`src/rtl/arbitro_pkg.sv`:
```
// Shared types and constants for the data-memory arbiter.
package arbitro_pkg;

    // Sequencer states: one cycle to select, one to access, one to acknowledge.
    typedef enum logic [1:0] {
        ST_IDLE   = 2'd0,
        ST_ACCESS = 2'd1,
        ST_DONE   = 2'd2
    } state_t;

    // Requester indices as used by the grant and last_port signals.
    localparam logic PORT_CPU = 1'b0;
    localparam logic PORT_AUX = 1'b1;

    // Default data memory size in bytes (256 words of 32 bits).
    localparam int MEM_BYTES_DEFAULT = 1024;

endpackage

```
`src/rtl/rr_arbitro2.sv`:
```
// Two-way round-robin pick: on a tie the port that was not served last wins.
module rr_arbitro2 (
    input  logic [1:0] req,
    input  logic       last_port,
    output logic       grant,
    output logic       valid
);

    // Purely combinational choice; the caller registers last_port.
    always_comb begin
        valid = |req;
        grant = 1'b0;
        if (req == 2'b11) begin
            grant = ~last_port;
        end else begin
            grant = req[1];
        end
    end

endmodule

```
`src/rtl/arbitro_memoria_datos.sv`:
```
// Arbiter and sequencer sharing the single-ported data memory between the
// load/store unit (port 0) and a secondary master (port 1).
//
// Handshake: a requester raises req with we/sb/lb/addr/wdata stable and holds
// it until its ack, a single-cycle pulse that also qualifies err and rdata.
// The requester drops req during the ack cycle. One access every 3 cycles.
module arbitro_memoria_datos
    import arbitro_pkg::*;
#(
    parameter int DW        = 32,
    parameter int AW        = 32,
    parameter int MEM_BYTES = MEM_BYTES_DEFAULT
) (
    input  logic          clock,
    input  logic          reset_n,
    input  logic          req0,
    input  logic          req1,
    input  logic          we0,
    input  logic          we1,
    input  logic          sb0,
    input  logic          sb1,
    input  logic          lb0,
    input  logic          lb1,
    input  logic [AW-1:0] addr0,
    input  logic [AW-1:0] addr1,
    input  logic [DW-1:0] wdata0,
    input  logic [DW-1:0] wdata1,
    output logic          ack0,
    output logic          ack1,
    output logic          err0,
    output logic          err1,
    output logic [DW-1:0] rdata0,
    output logic [DW-1:0] rdata1,
    output logic [AW-1:0] mem_A,
    output logic [DW-1:0] mem_WD,
    output logic          mem_MW,
    output logic          mem_SB,
    output logic          mem_loadByte,
    input  logic [DW-1:0] mem_RD,
    output logic          busy
);

    state_t        state;
    logic          last_port;
    logic          sel;
    logic          err_pending;

    logic          grant;
    logic          grant_valid;

    logic [AW-1:0] sel_addr;
    logic [DW-1:0] sel_wdata;
    logic          sel_we;
    logic          sel_sb;
    logic          sel_lb;
    logic          addr_bad;
    logic [DW-1:0] rd_capture;

    rr_arbitro2 u_rr (
        .req       ({req1, req0}),
        .last_port (last_port),
        .grant     (grant),
        .valid     (grant_valid)
    );

    // Fields of whichever port the arbiter is currently picking.
    always_comb begin
        sel_addr   = (grant == PORT_AUX) ? addr1  : addr0;
        sel_wdata  = (grant == PORT_AUX) ? wdata1 : wdata0;
        sel_we     = (grant == PORT_AUX) ? we1    : we0;
        sel_sb     = (grant == PORT_AUX) ? sb1    : sb0;
        sel_lb     = (grant == PORT_AUX) ? lb1    : lb0;
        addr_bad   = (sel_addr >= AW'(MEM_BYTES));
        rd_capture = err_pending ? '0 : mem_RD;
    end

    assign busy = (state != ST_IDLE);

    // Sequencer: the memory controls are registered on selection so they are
    // valid for the whole ACCESS cycle; an async reset kills a pending write.
    always_ff @(posedge clock or negedge reset_n) begin
        if (!reset_n) begin
            state        <= ST_IDLE;
            last_port    <= PORT_AUX;
            sel          <= PORT_CPU;
            err_pending  <= 1'b0;
            mem_A        <= '0;
            mem_WD       <= '0;
            mem_MW       <= 1'b0;
            mem_SB       <= 1'b0;
            mem_loadByte <= 1'b0;
            ack0         <= 1'b0;
            ack1         <= 1'b0;
            err0         <= 1'b0;
            err1         <= 1'b0;
            rdata0       <= '0;
            rdata1       <= '0;
        end else begin
            case (state)
                ST_IDLE: begin
                    if (grant_valid) begin
                        sel          <= grant;
                        last_port    <= grant;
                        mem_A        <= sel_addr;
                        mem_WD       <= sel_wdata;
                        err_pending  <= addr_bad;
                        mem_MW       <= sel_we & ~addr_bad;
                        mem_SB       <= sel_sb & sel_we;
                        mem_loadByte <= sel_lb & ~sel_we & ~addr_bad;
                        state        <= ST_ACCESS;
                    end
                end
                ST_ACCESS: begin
                    // The write lands on this edge; read data is captured on it too.
                    mem_MW       <= 1'b0;
                    mem_SB       <= 1'b0;
                    mem_loadByte <= 1'b0;
                    if (sel == PORT_CPU) begin
                        ack0   <= 1'b1;
                        err0   <= err_pending;
                        rdata0 <= rd_capture;
                    end else begin
                        ack1   <= 1'b1;
                        err1   <= err_pending;
                        rdata1 <= rd_capture;
                    end
                    state <= ST_DONE;
                end
                ST_DONE: begin
                    ack0        <= 1'b0;
                    ack1        <= 1'b0;
                    err0        <= 1'b0;
                    err1        <= 1'b0;
                    rdata0      <= '0;
                    rdata1      <= '0;
                    err_pending <= 1'b0;
                    state       <= ST_IDLE;
                end
                default: begin
                    state <= ST_IDLE;
                end
            endcase
        end
    end

endmodule

```
`config.mk`:
```
export PLATFORM = sky130hd
export DESIGN_NAME = arbitro_memoria_datos
export DESIGN_NICKNAME = d
export VERILOG_FILES = /design/src/rtl/arbitro_pkg.sv /design/src/rtl/rr_arbitro2.sv /design/src/rtl/arbitro_memoria_datos.sv
export SDC_FILE = /design/constraint.sdc
export NUM_CORES = 1
export LEC_CHECK = 0
export ABC_CLOCK_PERIOD_IN_PS = 4800
export CORE_ASPECT_RATIO = 0.8
export CORE_MARGIN = 5
export CORE_UTILIZATION = 43
export CTS_CLUSTER_DIAMETER = 60
export CTS_CLUSTER_SIZE = 25
export DETAILED_ROUTE_END_ITERATION = 7
export PLACE_DENSITY = 0.86
export SLEW_MARGIN = 20
export SYNTH_ARGS = -nofsm -noshare
export SYNTH_HDL_FRONTEND = slang
export SYNTH_HIERARCHICAL = 1
export SYNTH_SLANG_ARGS = --single-unit
export TNS_END_PERCENT = 10
```
`constraint.sdc`:
```
create_clock -name clock -period 4.8 [get_ports clock]
set_clock_uncertainty 0.15 [all_clocks]
set_input_delay 0.96 -clock clock [delete_from_list [all_inputs] [get_ports clock]]
set_output_delay 0.96 -clock clock [all_outputs]
set_load 0.005 [all_outputs]
```
==> flow_metrics.tcl <==
set metrics [dict create \
    status "finished, final reports clean" \
    timing.fmax_mhz 332 \
    ys_warn_count 6 \
    seq_power_share_pct 35.0 \
    syn_inst 601 \
    combinationalPowerShare_pct 42.4 \
    gp_congestion 0.840 \
    post_synth_and_or_nand_nor_area_fraction_pct 13.2 \
    clock_path_buffers 2 \
    ios 306 \
    drt_iter0_drc 230 \
    hold_start "rdata0[20]" \
    async_flop_share_pct 100 \
    r2r_slack_ns 2.47 \
    nNetsFinal 1059 \
    core-area_mm2 0.0136 \
    grt_pass1_vias 5611 \
    yosysTopAreaCell "dfrtp_1" \
    htree_num_levels 4 \
    final_cell_area_mm2 0.00974 \
    synth_top_area_share_pct 58.3 \
    synthAdderAreaFrac_pct 0 \
    drive_above_1_share_pct 5.10 \
    cts.sinks 140 \
    whs_endpoint "rdata0[20]" \
    synth_top_family_by_area "compound AO/OA/AOI/OAI gates" \
    period_share_pct 62.8 \
    rows 38 \
    synthesis.nets 771 \
    area_growth_pct 63.3 \
    hold_viol 0 \
    end_kind "flip-flop" \
    synth_enable_flop_cells 0 \
    synth_area_per_cell_um2 9.93 \
    multi_input_area_mm2 0.00230 \
    fp.dieW_um 142 \
    crit_required_ns 4.97 \
    post_cts_resized 0 \
    cts-buffers-inserted 17 \
    p_clk_share_pct 22.7 \
    netlist_top_cells_area "dfrtp_1 (58%), mux2i_1 (11%), nand2_1 (6.9%)" \
    setup_viol 0 \
    crit_chain "clkdlybuf4s50_1, a21boi_4, mux2i_1, o21ai_0, a2111o_1, o31ai_1" \
    gr-total-overflow 0 \
    vias_per_cell 5.06 \
    hold_path.class "reg2reg" \
    reg2reg_from "last_port" \
    placed_cells 1050 \
    finalMaxSlewViolations 0 \
    slew_headroom_pct 30.4 \
    port_buffers 305 \
    p_int_mw 3.74 \
    antenna_cells 0 \
    num_vias 5471 \
    wl_per_cell_um 18.8 \
    synth_area_mm2 0.00597 \
    drv_cap 0 \
    power_switching_mw 1.91 \
    timing_worst_setup_path_type "in2reg" \
    cts_tree "yes" \
    holdBufCountCts 0 \
    swShare_pct 33.8 \
    drt-pass1-iter-count 5 \
    ys_seq_area_share_pct 58.7 \
    fillCellCount 958 \
    synth_xor_area_share_pct 0 \
    clock_latency_ns 0.41 \
    synth_seq_cells 140 \
    seqCellArea_mm2 0.00350 \
    antenna_found_initial 0 \
    slowest_delay_ns 0.69 \
    cts_root_buffer "clkbuf_16" \
    synth_compound_area_share_pct 13.5 \
    final_antenna_net_count 0 \
    fin_util_pct 71.7 \
    synth_top_flop_cell "dfrtp_1" \
    p_per_area_mw_per_mm2 580 \
    peakVddDrop_uv 343 \
    route.detailed.drc 0 \
    postCtsSetupRepairBufs 0 \
    fin_setup_tns_ns 0 \
    crit_slowest_cell "a21boi_4" \
    grt_pass1_wl_um 30900 \
    p_leak_nw 4.07 \
    cp.arrival_ns 3.18 \
    track_usage_pct 24.6 \
    placed_cell_area_mm2 0.00915 \
    clkSlewWorstSetupHoldPaths_ns 0.06 \
    synth_cell_type_count 33 \
    place_hpwl_um 15000 \
    stdcell_count 1082 \
    drt-total-wl_um 20300 \
    crit_fanout 23 \
    critPathLaunchType "primary input" \
    synthMuxAreaShare_pct 11.3 \
    min_path_cells 2 \
    fin_crit_ns 3.01 \
    r2r-end "mem_MW" \
    dieHeight_um 115 \
    worstMarginPinSlew_ns 1.04 \
    rsz0062_at_grt "no" \
    grt_max_degree 135 \
    start_util_pct 43.9 \
    r2r.worst_path.cells 5 \
    die-area_mm2 0.0164 \
]
[synthesized netlist by cell type (2+ instances only)]
cell        n
nand2b_1    2
nor2_1     66
nand2_1   109
nor3_1      3
o21a_1      3
a21oi_1    67
a32o_1      2
dfrtp_1   139
buf_1       6
clkbuf_1   25
inv_1       4
mux2i_1    66
buf_4       2
o31ai_1     3
nor4_1      5
o21ai_0    72
buf_2      10
nor2b_1     2
[sequential cells by signal, summed over array words and instances, names as in the netlist]
name          flops
mem_A            32
mem_WD           32
rdata0           32
rdata1           32
state             2
ack0              1
ack1              1
err0              1
err1              1
err_pending       1
last_port         1
mem_MW            1
mem_SB            1
mem_loadByte      1
sel               1
[worst max-delay path by stage]
stage | startpoint | endpoint | slack (ns) | depth (start not counted)
after floorplan | req1 | mem_A[18] | 2.27 | 6
after global placement | req1 | mem_MW | 1.37 | 6
after detailed placement | req0 | mem_MW | 1.34 | 6
after CTS | req1 | mem_MW | 1.77 | 6
after global routing | req0 | mem_loadByte | 1.65 | 6
final | req1 | mem_MW | 1.79 | 6
[layout make-up]
| cell class | instances | area share, % |
|---|---|---|
| Timing Repair Buffer | 312 | 32.0 |
| Multi-Input combinational cell | 414 | 23.6 |
| Sequential cell | 140 | 36.0 |
| Tap cell | 180 | 2.31 |
| Inverter | 4 | 0.154 |
| Clock inverter | 10 | 1.19 |
| Clock buffer | 22 | 4.76 |
[per-layer routing]
metal	vias up	wire [µm]	track usage, %
li1	2626	-	-
met1	2561	7710	29.3
met2	242	9930	40.6
met3	42	2030	9.36
met4	0	651	9.78
met5	-	0	0
[placed cells by master, fill, tap and decap left out, drive strengths merged, types with 2 or more instances in the layout]
| cell type | count |
|---|---|
| dfrtp | 139 |
| o21ai | 72 |
| nand2b | 2 |
| clkinvlp | 2 |
| o21a | 3 |
| clkdlybuf4s50 | 304 |
| nand2 | 109 |
| buf | 8 |
| o31ai | 3 |
| bufinv | 2 |
| clkinv | 6 |
| nor2 | 66 |
| a21oi | 67 |
| inv | 4 |
| nor2b | 2 |
| or2 | 2 |
| a32o | 2 |
| nor3b | 2 |
| nor4 | 5 |
| clkbuf | 22 |
| mux2i | 66 |
| nor3 | 3 |
[kinds of logic after synthesis]
family,after synthesis
and+or+nand+nor,195
AOI/OAI and AO/OA,152
DFF,140
muxes,67
buffers and inverters,47
[power groups by stage]
| stage | sequential [mW] | clock, mW | combinational, mW |
|---|---|---|---|
| 5_1_grt | 2.04 | 1.36 | 2.63 |
| 3_3_place_gp | 1.96 | 0 | 2.35 |
| 4_1_cts | 1.98 | 1.30 | 2.42 |
| 6_report | 1.98 | 1.28 | 2.39 |
| 3_5_place_dp | 1.99 | 0 | 2.40 |
| 2_1_floorplan | 1.99 | 0 | 0.959 |
[worst max-delay path, delay by kind of cell]
kind,cells,cell delay [ns]
compound gates,4,1.43
buf+inv,1,0.49
mux,1,0.29
[metrics by stage]
step / hold slack [ns] / worst slack (ns) / power [mW]
final: 0.324 / 1.79 / 5.65
after global routing: 0.349 / 1.65 / 6.03
after CTS: 0.332 / 1.77 / 5.71
after detailed placement: 0.319 / 1.34 / 4.39
after global placement: 0.309 / 1.37 / 4.31
after floorplan: 0.313 / 2.27 / 2.94
Note: power is estimated with default switching activity, not from simulation.
==> RTL change 1, RTL diff (config.mk and constraints unchanged) <==
Register the output `err0` once more, cleared by the reset; this adds one clock of latency there. The other outputs are not delayed to match.
--- a/src/rtl/arbitro_memoria_datos.sv
+++ b/src/rtl/arbitro_memoria_datos.sv
@@ -39,6 +39,8 @@
     input  logic [DW-1:0] mem_RD,
     output logic          busy
 );
+
+    logic err0_s0;
 
     state_t        state;
     logic          last_port;
@@ -91,7 +93,7 @@
             mem_loadByte <= 1'b0;
             ack0         <= 1'b0;
             ack1         <= 1'b0;
-            err0         <= 1'b0;
+            err0_s0      <= 1'b0;
             err1         <= 1'b0;
             rdata0       <= '0;
             rdata1       <= '0;
@@ -117,7 +119,7 @@
                     mem_loadByte <= 1'b0;
                     if (sel == PORT_CPU) begin
                         ack0   <= 1'b1;
-                        err0   <= err_pending;
+                        err0_s0 <= err_pending;
                         rdata0 <= rd_capture;
                     end else begin
                         ack1   <= 1'b1;
@@ -129,7 +131,7 @@
                 ST_DONE: begin
                     ack0        <= 1'b0;
                     ack1        <= 1'b0;
-                    err0        <= 1'b0;
+                    err0_s0     <= 1'b0;
                     err1        <= 1'b0;
                     rdata0      <= '0;
                     rdata1      <= '0;
@@ -143,5 +145,13 @@
         end
     end
 
+    always_ff @(posedge clock or negedge reset_n) begin
+        if (!reset_n) begin
+            err0 <= '0;
+        end else begin
+            err0 <= err0_s0;
+        end
+    end
+
 endmodule
 
Formal check against the unedited RTL: not equivalent (a bounded check fails within 4 cycles, from zero or initial values and one cycle with reset_n low).
==> RTL change 1 against the original RTL <==
Non-clock buffer count unchanged. Synthesized area increased by 0.31%. Via count decreased by 1.8%. Setup slack got worse by 240 ps. Wire length decreased by 4.5%. Die area increased by 0.29%. Power decreased by 1.7%. Design area increased by 0.17%. Synthesized cell count decreased by 0.67%. Clock power about the same. Cell count decreased by 0.37%. Sequential cell count increased by 1.
==> RTL change 1: results (changes against the original RTL) <==
[setup_path]
cp_data_arrival_time_ps=3380  ; +200 ps
r2r_slack_ps=2240  ; -230 ps
r2r_end=err_pending$_DFFE_PN0P_
r2r_start=last_port$_DFFE_PN1P_
cp-endpoint=err_pending$_DFFE_PN0P_
critPathMaxFanout=18  ; -22%
max_stage_delay_ps=650  ; -40 ps

[logic_synthesis]
synthTopCellsByCount=dfrtp_1 (140), nand2_1 (105), o21ai_0 (69)
syn_inst=597  ; -0.67%
synthesis.nets=767  ; -0.52%
ys_seq_area_share_pct=59.0  ; +0.23 points
synth_cell_types=29  ; -12%
synth.area.top_cells=dfrtp_1 (59%), mux2i_1 (11%), nand2_1 (6.6%)

[detailed_routing]
viasPerCell=4.98  ; -1.4%
num_vias=5372  ; -1.8%
drtIter0Drc=316  ; +37%
firstDrtPassIters=4  ; -1

[place]
hpwlAfterDp_mm=14.5  ; -3.3%
dp_slack_ps=1160  ; -171 ps
placedInstanceArea_sq_um=9150  ; about the same
gp_congestion=0.888  ; +5.7%
dp.cells=1045  ; -0.48%

[grt]
grt_pass1_vias=5540  ; -1.3%
grt_util_all_layers_pct=23.3  ; -1.3 points
antenna_found_initial=0  ; unchanged
grt_pass1_wl_mm=29.7  ; -3.6%

[timing]
whs_ps=272  ; -52.3 ps
relSlewSlack_pct=32.0  ; +1.6 points
min_period_over_period_pct=67.8  ; +5.0 points

[worst_hold_path]
min_to=err0$_DFF_PN0_
hold_path_depth=0  ; -2
hold_start=err0_s0$_DFFE_PN0P_

[cts]
clockBufferDepth=2  ; unchanged
clkTransAtPathRegs_ps=60  ; about the same
clk_latency_ps=390  ; -20 ps

[layout]
multi_input_area_sq_um=2290  ; -0.33%
drive_above_1_share_pct=5.68  ; +0.58 points
diodes=0  ; unchanged
fin_nets=1055  ; -0.38%
n_fill_cell=984  ; +2.7%

[power_and_ir_drop]
vdd_drop_max_v=0.000350  ; +2.1%
power.switching_mw=1.89  ; -0.90%
leakage_nw=4.10  ; +0.81%

[outcome]
status=finished, final reports clean

RTL change 1: area by class of cell:
cell class	instances	share of cell area (%)
sequential	141	36.2
timing repair buffer	312	32.0
multi-input combinational	409	23.4
clock buffer	19	4.64
tap	180	2.31
clock inverter	13	1.29
inverter	4	0.154
RTL change 1: power by group through the flow:
stage	logic, mW	registers (mW)	clock network (mW)
global placement	2.26	1.95	0
floorplan	0.966	1.96	0
global route	2.56	2.01	1.37
detailed placement	2.32	1.96	0
CTS	2.33	1.95	1.31
finish	2.33	1.95	1.28
RTL change 1: kinds of logic (layout without fill, tap and decap cells):
family	count (synthesis)	in the layout	share of synthesized area, %
AOI/OAI and AO/OA	148	148	13.1
buffers and inverters	47	348	3.28
DFF	141	141	59.0
muxes	68	68	11.4
and+or+nand+nor	193	193	13.2
RTL change 1: layer usage:
layer	global-route usage (%)	up-vias	routed length, um
met5	0	-	0
met4	6.78	0	306
met3	6.77	20	1380
met2	40.5	187	9860
met1	28.5	2544	7870
li1	-	2621	-
==> RTL change 2, RTL diff (config.mk and constraints unchanged) <==
Made on the original files. `AW`: 32 -> 48.
--- a/src/rtl/arbitro_memoria_datos.sv
+++ b/src/rtl/arbitro_memoria_datos.sv
@@ -8,7 +8,7 @@
     import arbitro_pkg::*;
 #(
     parameter int DW        = 32,
-    parameter int AW        = 32,
+    parameter int AW        = 48,
     parameter int MEM_BYTES = MEM_BYTES_DEFAULT
 ) (
     input  logic          clock,
Ports: changed (resized addr0, addr1 and mem_A); port bits go from 306 to 354. No check against the original RTL was run, so the function may have changed too.
==> RTL change 2 against the original RTL <==
Setup slack worse by 16 ps. Design area is 13% higher. Power is 11% higher. Sequential share of layout area is 0.63 points lower. Sequential cell count is 16 higher. Synthesized area is 14% higher. Hold slack better by 2.9 ps. Wire length is 12% higher.
==> RTL change 2: results (changes against the original RTL) <==
[setup_path]
critPathMaxFanout=20  ; -13%
r2r_slack_ps=2390  ; -80 ps
r2r_end=rdata0[10]$_DFFE_PN0P_
r2r_start=state[0]$_DFFE_PN0P_

[grt]
grt_pass1_wl_mm=33.6  ; +8.9%
grt_pass1_vias=6365  ; +13%
grt_util_all_layers_pct=24.0  ; -0.59 points

[timing]
whs_ps=327  ; +2.88 ps
relSlewSlack_pct=36.9  ; +6.5 points

[outcome]
status=finished, final reports clean

[logic_synthesis]
synth_cell_types=35  ; +6.1%
synthesis.nets=885  ; +15%
synthTopCellsByCount=nand2_1 (191), dfrtp_1 (155), o21ai_1 (91)
syn_avg_cell_area_sq_um=9.94  ; +0.13%
synth.area.top_cells=dfrtp_1 (57%), mux2i_1 (12%), nand2_1 (11%)

[power_and_ir_drop]
vdd_drop_max_v=0.000424  ; +24%
power_density_nw_per_um2=568  ; -2.1%
p_int_mw=4.07  ; +8.6%
leakage_nw=4.69  ; +15%

[detailed_routing]
firstDrtPassIters=4  ; -1
num_vias=6190  ; +13%
viasPerCell=4.99  ; -1.3%

[place]
gp_congestion=0.847  ; +0.79%
portBuffers=353  ; +16%
placedInstanceArea_sq_um=10500  ; +14%

[worst_hold_path]
min_to=mem_A[23]$_DFFE_PN0P_
hold_start=mem_A[23]$_DFFE_PN0P_

[layout]
fin_nets=1214  ; +15%

## RTL change 2: cell families after synthesis
logic type             Yosys count  synth area share (%)
AND/OR/NAND/NOR                226                  13.9
AO/OA/AOI/OAI                  166                  13.0
flip-flops                     156                  57.5
multiplexers                    82                  12.1
buffers and inverters           53                  3.48
## RTL change 2: worst max path at each step
stage	start	end	slack, ps
floorplan	req1	err_pending$_DFFE_PN0P_	2390
detailed placement	req1	err_pending$_DFFE_PN0P_	1330
finish	req1	err_pending$_DFFE_PN0P_	1770
global placement	req1	err_pending$_DFFE_PN0P_	1390
global route	req1	err_pending$_DFFE_PN0P_	1730
CTS	req1	err_pending$_DFFE_PN0P_	1780
## RTL change 2: per-layer routing
metal	part of all wire (%)	track usage (%)	wire [um]
met3	11	10.7	2400
met4	2.6	8.29	591
met2	50	40.9	11400
met1	36	26.9	8290
met5	0	0	0
## RTL change 2: final cells by class
cell class	instances	area (sq um)	share of cell area, %
multi-input combinational	474	2690	24.3
clock buffer	18	439	3.97
tap	215	269	2.43
clock inverter	14	135	1.22
timing repair buffer	358	3600	32.6
inverter	5	18.8	0.170
sequential	156	3910	35.3
## RTL change 2: power by group through the flow
stage               combinational (mW)  clock, mW  sequential, mW
floorplan                         1.17          0            2.22
global placement                  2.73          0            2.19
detailed placement                2.79          0            2.22
CTS                               2.80       1.32            2.20
global route                      3.04       1.38            2.28
finish                            2.78       1.30            2.21
## RTL change 2: critical path, cell delays in order
cell	delay, ps
clkdlybuf4s50_1	490
a21boi_4	580
or4b_4	540
o22ai_2	160
o211ai_2	120
o31a_1	310
